**src/rtl/fp_norm_round_pkg.sv**
```systemverilog
// Shared constants and types for the floating-point normalise/round pipeline.
// Raw mantissa layout (LSB first): sticky, round, guard, fraction, hidden, carry.
package fp_norm_round_pkg;

  localparam int FP_WIDTH     = 32;
  localparam int FP_EXP_BITS  = 8;
  localparam int FP_MANT_BITS = 23;
  localparam int FP_BIAS      = (1 << (FP_EXP_BITS - 1)) - 1;

  // Field positions inside the raw mantissa; carry/hidden are offsets above MANT_BITS.
  localparam int RAW_CARRY_OFS  = 4;
  localparam int RAW_HIDDEN_OFS = 3;
  localparam int RAW_FRAC_LSB   = 3;
  localparam int RAW_GUARD      = 2;
  localparam int RAW_ROUND      = 1;
  localparam int RAW_STICKY     = 0;

  typedef struct packed {
    logic                    sign;
    logic [FP_EXP_BITS-1:0]  exp;
    logic [FP_MANT_BITS-1:0] frac;
  } fp_word_t;

endpackage

```
**src/rtl/fp_lzc.sv**
```systemverilog
// Leading-zero counter: number of zeros above the most significant set bit.
// An all-zero input returns WIDTH.
module fp_lzc #(
  parameter int WIDTH = 8,
  localparam int CW = $clog2(WIDTH + 1)
) (
  input  logic [WIDTH-1:0] i_data,
  output logic [CW-1:0]    o_count
);

  // Scanning upward lets the highest set bit be the last (winning) assignment.
  always_comb begin
    o_count = CW'(WIDTH);
    for (int i = 0; i < WIDTH; i++) begin
      if (i_data[i]) o_count = CW'(WIDTH - 1 - i);
    end
  end

endmodule

```
**src/rtl/fp_norm_round.sv**
```systemverilog
// Two-stage normalise (S1) and round-to-nearest-even/pack (S2) pipeline for
// raw adder results. Handshake: a beat moves when valid and ready are both high.
module fp_norm_round
  import fp_norm_round_pkg::*;
#(
  parameter int WIDTH     = FP_WIDTH,
  parameter int EXP_BITS  = FP_EXP_BITS,
  parameter int MANT_BITS = FP_MANT_BITS
) (
  input  logic                 clk,
  input  logic                 rst_n,
  input  logic                 in_valid,
  output logic                 in_ready,
  input  logic                 in_sign,
  input  logic [EXP_BITS-1:0]  in_exp,
  input  logic [MANT_BITS+4:0] in_mant,
  input  logic                 in_special,
  input  logic [WIDTH-1:0]     in_special_val,
  output logic                 out_valid,
  input  logic                 out_ready,
  output logic [WIDTH-1:0]     result,
  output logic [2:0]           flags
);

  localparam int EXPW  = EXP_BITS + 2;
  localparam int NRMW  = MANT_BITS + 4;
  localparam int LZW   = MANT_BITS + 2;
  localparam int LZCW  = $clog2(LZW + 1);
  localparam int C_IDX = MANT_BITS + RAW_CARRY_OFS;
  localparam int H_IDX = MANT_BITS + RAW_HIDDEN_OFS;

  localparam logic signed [EXPW-1:0] E_ZERO = '0;
  localparam logic signed [EXPW-1:0] E_ONE  = EXPW'(1);
  localparam logic signed [EXPW-1:0] E_MAX  = EXPW'((1 << EXP_BITS) - 1);

  // Pipeline control
  logic w_s1_load;
  logic w_s2_load;

  // Stage 1 registers
  logic                   r_s1_valid;
  logic                   r_s1_special;
  logic [WIDTH-1:0]       r_s1_sval;
  logic                   r_s1_sign;
  logic                   r_s1_zero;
  logic signed [EXPW-1:0] r_s1_exp;
  logic [NRMW-1:0]        r_s1_mant;

  // Stage 2 registers
  logic             r_s2_valid;
  logic [WIDTH-1:0] r_result;
  logic [2:0]       r_flags;

  assign w_s2_load = !r_s2_valid || out_ready;
  assign w_s1_load = !r_s1_valid || w_s2_load;
  assign in_ready  = rst_n && w_s1_load;
  assign out_valid = r_s2_valid;
  assign result    = r_result;
  assign flags     = r_flags;

  // ---------------- S1: normalise ----------------
  logic [LZCW-1:0]        w_lz;
  logic signed [EXPW-1:0] w_exp_in;
  logic signed [EXPW-1:0] w_limit;
  logic signed [EXPW-1:0] w_lz_ext;
  logic signed [EXPW-1:0] w_shift;
  logic signed [EXPW-1:0] w_s1_exp;
  logic [NRMW-1:0]        w_s1_mant;
  logic                   w_mant_zero;

  fp_lzc #(.WIDTH(LZW)) u_lzc (
    .i_data  (in_mant[H_IDX:RAW_GUARD]),
    .o_count (w_lz)
  );

  always_comb begin
    w_exp_in    = {2'b00, in_exp};
    w_limit     = (w_exp_in > E_ZERO) ? w_exp_in - E_ONE : E_ZERO;
    w_lz_ext    = EXPW'(w_lz);
    w_shift     = (w_lz_ext > w_limit) ? w_limit : w_lz_ext;
    w_mant_zero = (in_mant == '0);
    if (in_mant[C_IDX]) begin
      w_s1_mant = {in_mant[C_IDX:RAW_GUARD], in_mant[RAW_ROUND] | in_mant[RAW_STICKY]};
      w_s1_exp  = w_exp_in + E_ONE;
    end else begin
      w_s1_mant = in_mant[NRMW-1:0] << w_shift;
      w_s1_exp  = w_exp_in - w_shift;
    end
    // A shift limited by the exponent leaves the hidden bit clear: subnormal.
    if (!w_s1_mant[NRMW-1]) w_s1_exp = E_ZERO;
  end

  always_ff @(posedge clk) begin
    if (!rst_n) begin
      r_s1_valid   <= 1'b0;
      r_s1_special <= 1'b0;
      r_s1_sval    <= '0;
      r_s1_sign    <= 1'b0;
      r_s1_zero    <= 1'b0;
      r_s1_exp     <= '0;
      r_s1_mant    <= '0;
    end else if (w_s1_load) begin
      r_s1_valid <= in_valid;
      if (in_valid) begin
        r_s1_special <= in_special;
        r_s1_sval    <= in_special_val;
        r_s1_sign    <= in_sign;
        r_s1_zero    <= w_mant_zero;
        r_s1_exp     <= w_s1_exp;
        r_s1_mant    <= w_s1_mant;
      end
    end
  end

  // ---------------- S2: round and pack ----------------
  logic                   w_hidden;
  logic                   w_lsb;
  logic                   w_g;
  logic                   w_r;
  logic                   w_s;
  logic                   w_inexact;
  logic                   w_inc;
  logic [MANT_BITS+1:0]   w_sig;
  logic signed [EXPW-1:0] w_exp_fin;
  logic [MANT_BITS-1:0]   w_frac;
  logic                   w_ovf;
  logic [WIDTH-1:0]       w_result;
  logic [2:0]             w_flags;

  always_comb begin
    w_hidden  = r_s1_mant[NRMW-1];
    w_lsb     = r_s1_mant[RAW_FRAC_LSB];
    w_g       = r_s1_mant[RAW_GUARD];
    w_r       = r_s1_mant[RAW_ROUND];
    w_s       = r_s1_mant[RAW_STICKY];
    w_inexact = w_g | w_r | w_s;
    w_inc     = w_g & (w_r | w_s | w_lsb);
    w_sig     = {1'b0, r_s1_mant[NRMW-1:RAW_FRAC_LSB]} + {{(MANT_BITS+1){1'b0}}, w_inc};
    // Carry out of the hidden bit bumps the exponent; a subnormal that rounds
    // up into the hidden position becomes the smallest normal.
    w_exp_fin = r_s1_exp
              + {{(EXPW-1){1'b0}}, w_sig[MANT_BITS+1]}
              + {{(EXPW-1){1'b0}}, !w_hidden & w_sig[MANT_BITS]};
    w_frac    = w_sig[MANT_BITS+1] ? '0 : w_sig[MANT_BITS-1:0];
    w_ovf     = (w_exp_fin >= E_MAX);

    w_result = '0;
    w_flags  = 3'b000;
    if (r_s1_special) begin
      w_result = r_s1_sval;
    end else if (r_s1_zero) begin
      w_result = '0;
    end else if (w_ovf) begin
      w_result = {r_s1_sign, {EXP_BITS{1'b1}}, {MANT_BITS{1'b0}}};
      w_flags  = 3'b101;
    end else begin
      w_result = {r_s1_sign, w_exp_fin[EXP_BITS-1:0], w_frac};
      w_flags  = {1'b0, (w_exp_fin == E_ZERO) & w_inexact, w_inexact};
    end
  end

  always_ff @(posedge clk) begin
    if (!rst_n) begin
      r_s2_valid <= 1'b0;
      r_result   <= '0;
      r_flags    <= 3'b000;
    end else if (w_s2_load) begin
      r_s2_valid <= r_s1_valid;
      if (r_s1_valid) begin
        r_result <= w_result;
        r_flags  <= w_flags;
      end
    end
  end

endmodule

```
**config.mk**
```make
export PLATFORM = sky130hd
export DESIGN_NAME = fp_norm_round
export DESIGN_NICKNAME = d
export VERILOG_FILES = /design/src/rtl/fp_norm_round_pkg.sv /design/src/rtl/fp_lzc.sv /design/src/rtl/fp_norm_round.sv
export SDC_FILE = /design/constraint.sdc
export NUM_CORES = 1
export LEC_CHECK = 0
export CAP_MARGIN = 5
export CORE_MARGIN = 2
export CORE_UTILIZATION = 26
export CTS_CLUSTER_DIAMETER = 30
export DETAILED_ROUTE_END_ITERATION = 10
export PLACE_DENSITY = 0.55
export SLEW_MARGIN = 20
export SYNTH_ARGS = -nofsm -noshare
export SYNTH_HDL_FRONTEND = slang
export SYNTH_SLANG_ARGS = --single-unit
```
**constraint.sdc**
```tcl
create_clock -name clk -period 16.4 [get_ports clk]
set_clock_uncertainty 0.05 [all_clocks]
set_input_delay 3.28 -clock clk [delete_from_list [all_inputs] [get_ports clk]]
set_output_delay 3.28 -clock clk [all_outputs]
set_load 0.01 [all_outputs]
```
== Word-level counts from Yosys, hierarchy flattened ==
Index checks and enable logic that the tools add are counted.
Cells by class
  bitwise logic cells: 8
  multiplexer cells: 37
  reductions and logical operators: 10
  $lt $le $gt $ge: 3
  shifts and indexed selects: 1
  add/subtract/negate cells: 6
Operators by type and width (count)
  5-bit two-way mux: 16
  32-bit two-way mux: 2
  10-bit two-way mux: 4
  4-bit two-way mux: 8
  31-bit two-way mux: 1
  28-bit zero test: 1
  27-bit two-way mux: 1
  27-bit by 10-bit left shift with 27-bit output: 1
  24-bit by 1-bit adder with 25-bit output: 1
  23-bit two-way mux: 1
  10-bit by 1-bit adder with 10-bit output: 2
  10-bit by 9-bit greater-or-equal comparator with 1-bit output, second input constant: 1
  6-bit by 10-bit greater-than comparator with 1-bit output: 1
  10-bit zero test: 1
  9-bit by 10-bit subtractor with 10-bit output: 1
  8-bit by 1-bit adder with 9-bit output, second input constant: 1
  3-bit two-way mux: 3
  8-bit by 1-bit subtractor with 9-bit output, second input constant: 1
  8-bit by 1-bit greater-than comparator with 1-bit output, second input constant: 1
  1-bit OR: 5
  2-bit AND reduction: 2
  1-bit AND: 3
  1-bit zero test: 3
  1-bit logical OR: 2
  other kinds (2): 2
Word-level totals
  word-level logic and storage cells: 75
  bits of input ports: 74
  flip-flop bits (word level): 109

== Depth between registers and ports, before layout ==
  word-level depth: 30
  depth in mapped cells: 32
  gate-level depth less buffers: 29

== Modules after synthesis ==
From an unflattened synthesis, not the netlist that was laid out.
Second synthesis, totals
  cells, all modules: 1119
  area, all modules: 8175.3 µm²
Modules (own cells, without submodules)
  fp_norm_round: cells an instance 1070, area an instance 7896.3 µm², times used 1
  fp_lzc: cells an instance 49, area an instance 279.0 µm², times used 1

== Worst setup path after synthesis ==
Ideal clock, no wire load.
  path type: input to register
  from: in in_exp[0]
  to: reg r_s1_exp[7]
  cell stages on the path: 28
  required time: 16266 ps
  buffers on the path: 4
  slack: 7470 ps
  data arrival time: 8795 ps
  cell sequence: buf_2 -> inv_1 -> ha_1 -> or4b_4 -> nor2_1 -> or2_2 -> ha_1 -> a21oi_1 -> o22ai_1 -> o22ai_1 -> ha_1 -> inv_1 -> o21ai_4 -> o41ai_4 -> mux2_2 -> buf_2 -> inv_1 -> buf_2 -> buf_1 -> ha_1 -> a21boi_0 -> o21ai_0 -> a21boi_0 -> o21a_1 -> nor2_1 -> xnor2_1 -> o21ai_0 -> o31ai_2
On the way
  longest elaborated chain between the ends: 7
  elaborated cells on any way between the ends: 11
  classes of those cells: add/sub: 3; order compare: 2; shift: 1; mux: 5
RTL lines
  start, declared: line fp_norm_round.sv:15  | input logic [EXP_BITS-1:0] in_exp,
  8-bit by 1-bit subtractor with 9-bit output / 8-bit by 1-bit greater-than comparator with 1-bit output (equally long branches): line fp_norm_round.sv:78  | w_limit = (w_exp_in > E_ZERO) ? w_exp_in - E_ONE : E_ZERO;
  10-bit two-way mux: line fp_norm_round.sv:78
  6-bit by 10-bit greater-than comparator with 1-bit output: line fp_norm_round.sv:80  | w_shift = (w_lz_ext > w_limit) ? w_limit : w_lz_ext;
  10-bit two-way mux: line fp_norm_round.sv:80
  9-bit by 10-bit subtractor with 10-bit output / 27-bit by 10-bit left shift with 27-bit output (equally long branches): line fp_norm_round.sv:87, fp_norm_round.sv:86
  10-bit two-way mux / 27-bit two-way mux (equally long branches): line fp_norm_round.sv:82  | if (in_mant[C_IDX]) begin
  10-bit two-way mux (*): line fp_norm_round.sv:90  | if (!w_s1_mant[NRMW-1]) w_s1_exp = E_ZERO;
  end signal, assigned: line fp_norm_round.sv:109  | r_s1_exp <= w_s1_exp;
  end, declared: line fp_norm_round.sv:46  | logic signed [EXPW-1:0] r_s1_exp;
Mark *: on every way between the ends. The rest lies on a longest branch, timed or not.
A chain may end at the register's enable or synchronous reset.

== Worst setup path in the final report ==
  from: in in_exp[1]
  to: reg r_s1_exp[7]
The elaborated chain is that of the path after synthesis.

==> metrics.txt <==
P&R area growth vs syn=21.21%; placed wire-length estimate=between 15,000 and 20,000 µm; Critical path origin=in_exp[1]; postcts setup bufs=0; Clock Latency Late Sink=0.35 ns; period utilisation layout=0.6181; nets=between 1,000 and 1,500; Max Cap Viol=0; Rel. slew slack=0.3414; row count=63; post-synthesis register bit count=~110; count of different cell masters after synthesis=between 80 and 90; Hold Crit Class=register to register; Port-buffer cells=110; Final Hold Vio Count=0; Starting Density=0.2631; fmax=0.09866 GHz; peak supply drop=47.85 µV; vias per cell=5.348; GR Util All Layers=0.1724; register area share after synthesis=0.2813; drt first pass iters=5; Worst path max stage delay=around 0.65 ns; CTS resizes=0; Slew @ Worst Pin=approximately 1 ns; WL/cell=18.31 µm; Total Wirelength=27,010 µm; Primary FF master, synth=dfxtp_1; WP buf/inv=5; RR Endpoint=result[13]; CP Depth=28; DRC Markers=0; Cell Area, Synth=0.007757 mm²; die width=176.7 µm; antenna violations before repair=0; vias post-DR=between 7,000 and 8,000; kind of critical path=primary input to register; worst r2r path cells=20; Synth Area per Inst=7.568 µm²; CTS max path bufs=2; Reg clk slew, reported paths=0.07 ns; crit path to=r_s1_exp[7]; Final min period=roughly 10 ns; Die Span Y=176.7 µm; Setup crit end kind=register; first-pass GRT wire length=around 43,000 µm; Fin Hold WS=0.4098 ns; Leakage Power=0.003499 µW; WP data arrival=10.29 ns; GPL Wtd Cong=0.9549; Slowest cell on crit path=nand2_1; # diodes=0; CP Data Required Time=16.55 ns; GRT Residual Overflow=0; setup tns final=0 ns; Async S/R FF share, synth=0; Initial DRC Count=just over 900; unrepaired setup endpoints after global routing=false; CP delay by family, top=simple AND/OR/NAND/NOR gates; YS warnings=0; clock sinks=109; worst-path maximum fanout=21; outcome=finished clean; largest net degree at the start of global routing=78; Die ar.=0.03123 mm²; Post-synth EDFFs=0; post-route ant nets=0; layout cells sized above 1=0.05991; core area=0.02948 mm²; Pwr per Cell Area=77.73 mW/mm²; final setup fails=0; vias in the first global route=7,470; I/O Pins=111; Slew Limit Fails=0; Post-Syn Instances=1,025; Tot Pwr=730.9 µW; setup slack, reg-to-reg=11.94 ns; Worst Setup Start Kind=primary input; TritonCTS Buffers=9; Root Buffer=clkbuf_16; syn_nets=approximately 1,100; hold buffer count at cts=0; worst r2r src=r_s1_mant[2]; H-tree depth=3; TritonCTS clock tree=yes
[routing by layer]
| metal | global-route usage | up-vias | routed length, µm |
|---|---|---|---|
| met5 | 0 | - | 0 |
| met4 | 0.03065 | 0 | 187 |
| met3 | 0.02620 | 15 | 1987 |
| met2 | 0.2526 | 303 | 11280 |
| met1 | 0.2654 | 3710 | 13560 |
| li1 | - | 3860 | - |
[worst min-delay path by stage]
stage                              from             to  slack, ns  cells past startpoint
after global placement        r_s1_sign      r_s1_sign       0.39                      2
after global routing      r_s1_sval[16]  r_s1_sval[16]       0.43                      2
final                      r_s1_sval[3]   r_s1_sval[3]       0.41                      2
after CTS                 r_s1_sval[14]  r_s1_sval[14]       0.41                      2
after floorplan               r_s1_sign      r_s1_sign       0.38                      2
after detailed placement      r_s1_sign      r_s1_sign       0.40                      2
[synth_stat cells (5+ instances only)]
library cell  instances  share of area
nand3_1              34          0.022
nand2_1             153          0.074
a31oi_1              10         0.0081
inv_1                28          0.014
a221o_1              11          0.014
o31ai_1               8         0.0077
xnor2_1              20          0.023
o31ai_2               9          0.015
a221oi_1             33          0.037
o22ai_1              10         0.0081
clkbuf_1             54          0.026
ha_1                 19          0.031
buf_2                10         0.0065
mux2i_1              43          0.055
o21a_1                5         0.0048
buf_6                 6         0.0087
o31a_1                5         0.0056
xor2_1               19          0.021
o2bb2ai_1             6         0.0068
o211ai_1              6         0.0058
nor4_1               19          0.015
a21oi_1              97          0.063
and3_1               11         0.0089
mux2_2                5         0.0073
dfxtp_1             109           0.28
or3_1                 7         0.0056
nor3_1               38          0.025
o311ai_0              5         0.0056
nor2_1               93          0.045
o21ai_0              53          0.034
nand2b_1              6         0.0048
[flip-flops by register name, summed over array words and instances (netlist names)]
register	count
r_s1_exp	10
result	32
out_valid	1
r_s1_mant	27
r_s1_sval	32
r_s1_valid	1
r_s1_special	1
r_s1_sign	1
r_s1_zero	1
flags	3
[final cells by class]
| cell class | count | area, µm² |
|---|---|---|
| fillers | 3196 | 20080 |
| multi-input cells | 809 | 5105 |
| flip-flops and latches | 109 | 2182 |
| repair buffers | 120 | 1176 |
| well taps | 390 | 488.0 |
| clock buffers | 9 | 225.2 |
| inverters | 31 | 118.9 |
| clock inverters | 7 | 107.6 |
[metrics by stage]
| step | util | cell area, µm² | setup slack, ns | instances |
|---|---|---|---|---|
| 3_5_place_dp | 0.3077 | 9070 | 5.981 | 1459 |
| 2_1_floorplan | - | 7757 | 7.470 | 1025 |
| 3_3_place_gp | 0.3077 | 9070 | 6.152 | 1459 |
| 6_report | 0.3189 | 9403 | 6.264 | 1475 |
| 4_1_cts | 0.3189 | 9403 | 6.341 | 1475 |
| 5_1_grt | 0.3189 | 9403 | 5.610 | 1475 |
[power by group]
group	internal, µW	switching [µW]
clock	137	103
combinational	79.5	114
sequential	283	15.1
[worst reg2reg max path, cell delays in order, from the launching register on]
cell	delay (ns)
dfxtp_1	0.39
and2_1	0.22
ha_1	0.22
and3_1	0.25
nand2_1	0.07
nor2_1	0.19
and4_1	0.32
and3_1	0.23
fa_1	0.20
ha_1	0.20
xor2_1	0.30
nand4_1	0.12
a2111oi_0	0.38
o311ai_0	0.18
o31a_1	0.17
nand2_1	0.11
nor2_1	0.05
buf_4	0.20
a221o_1	0.32
o21ai_0	0.08
nor2_1	0.06
[cell usage in the layout, fill, tap and decap left out, types with 20 or more instances in the layout]
cell	n
a21oi_1	97
a221oi_1	33
clkdlybuf4s50_1	110
dfxtp_1	109
inv_1	28
mux2i_1	43
nand2_1	152
nand3_1	34
nor2_1	93
nor3_1	38
o21ai_0	53
xnor2_1	20
[logic make-up after synthesis]
group / Yosys count / share of synthesized area
adder cells (fa/ha/maj): 21 / 0.03581
multiplexers: 49 / 0.06451
flip-flops: 109 / 0.2813
AND/OR/NAND/NOR: 387 / 0.2282
buffers and inverters: 107 / 0.06145
XOR/XNOR: 39 / 0.04403
AO/OA/AOI/OAI: 313 / 0.2847
Note: power is estimated with default switching activity, not from simulation.
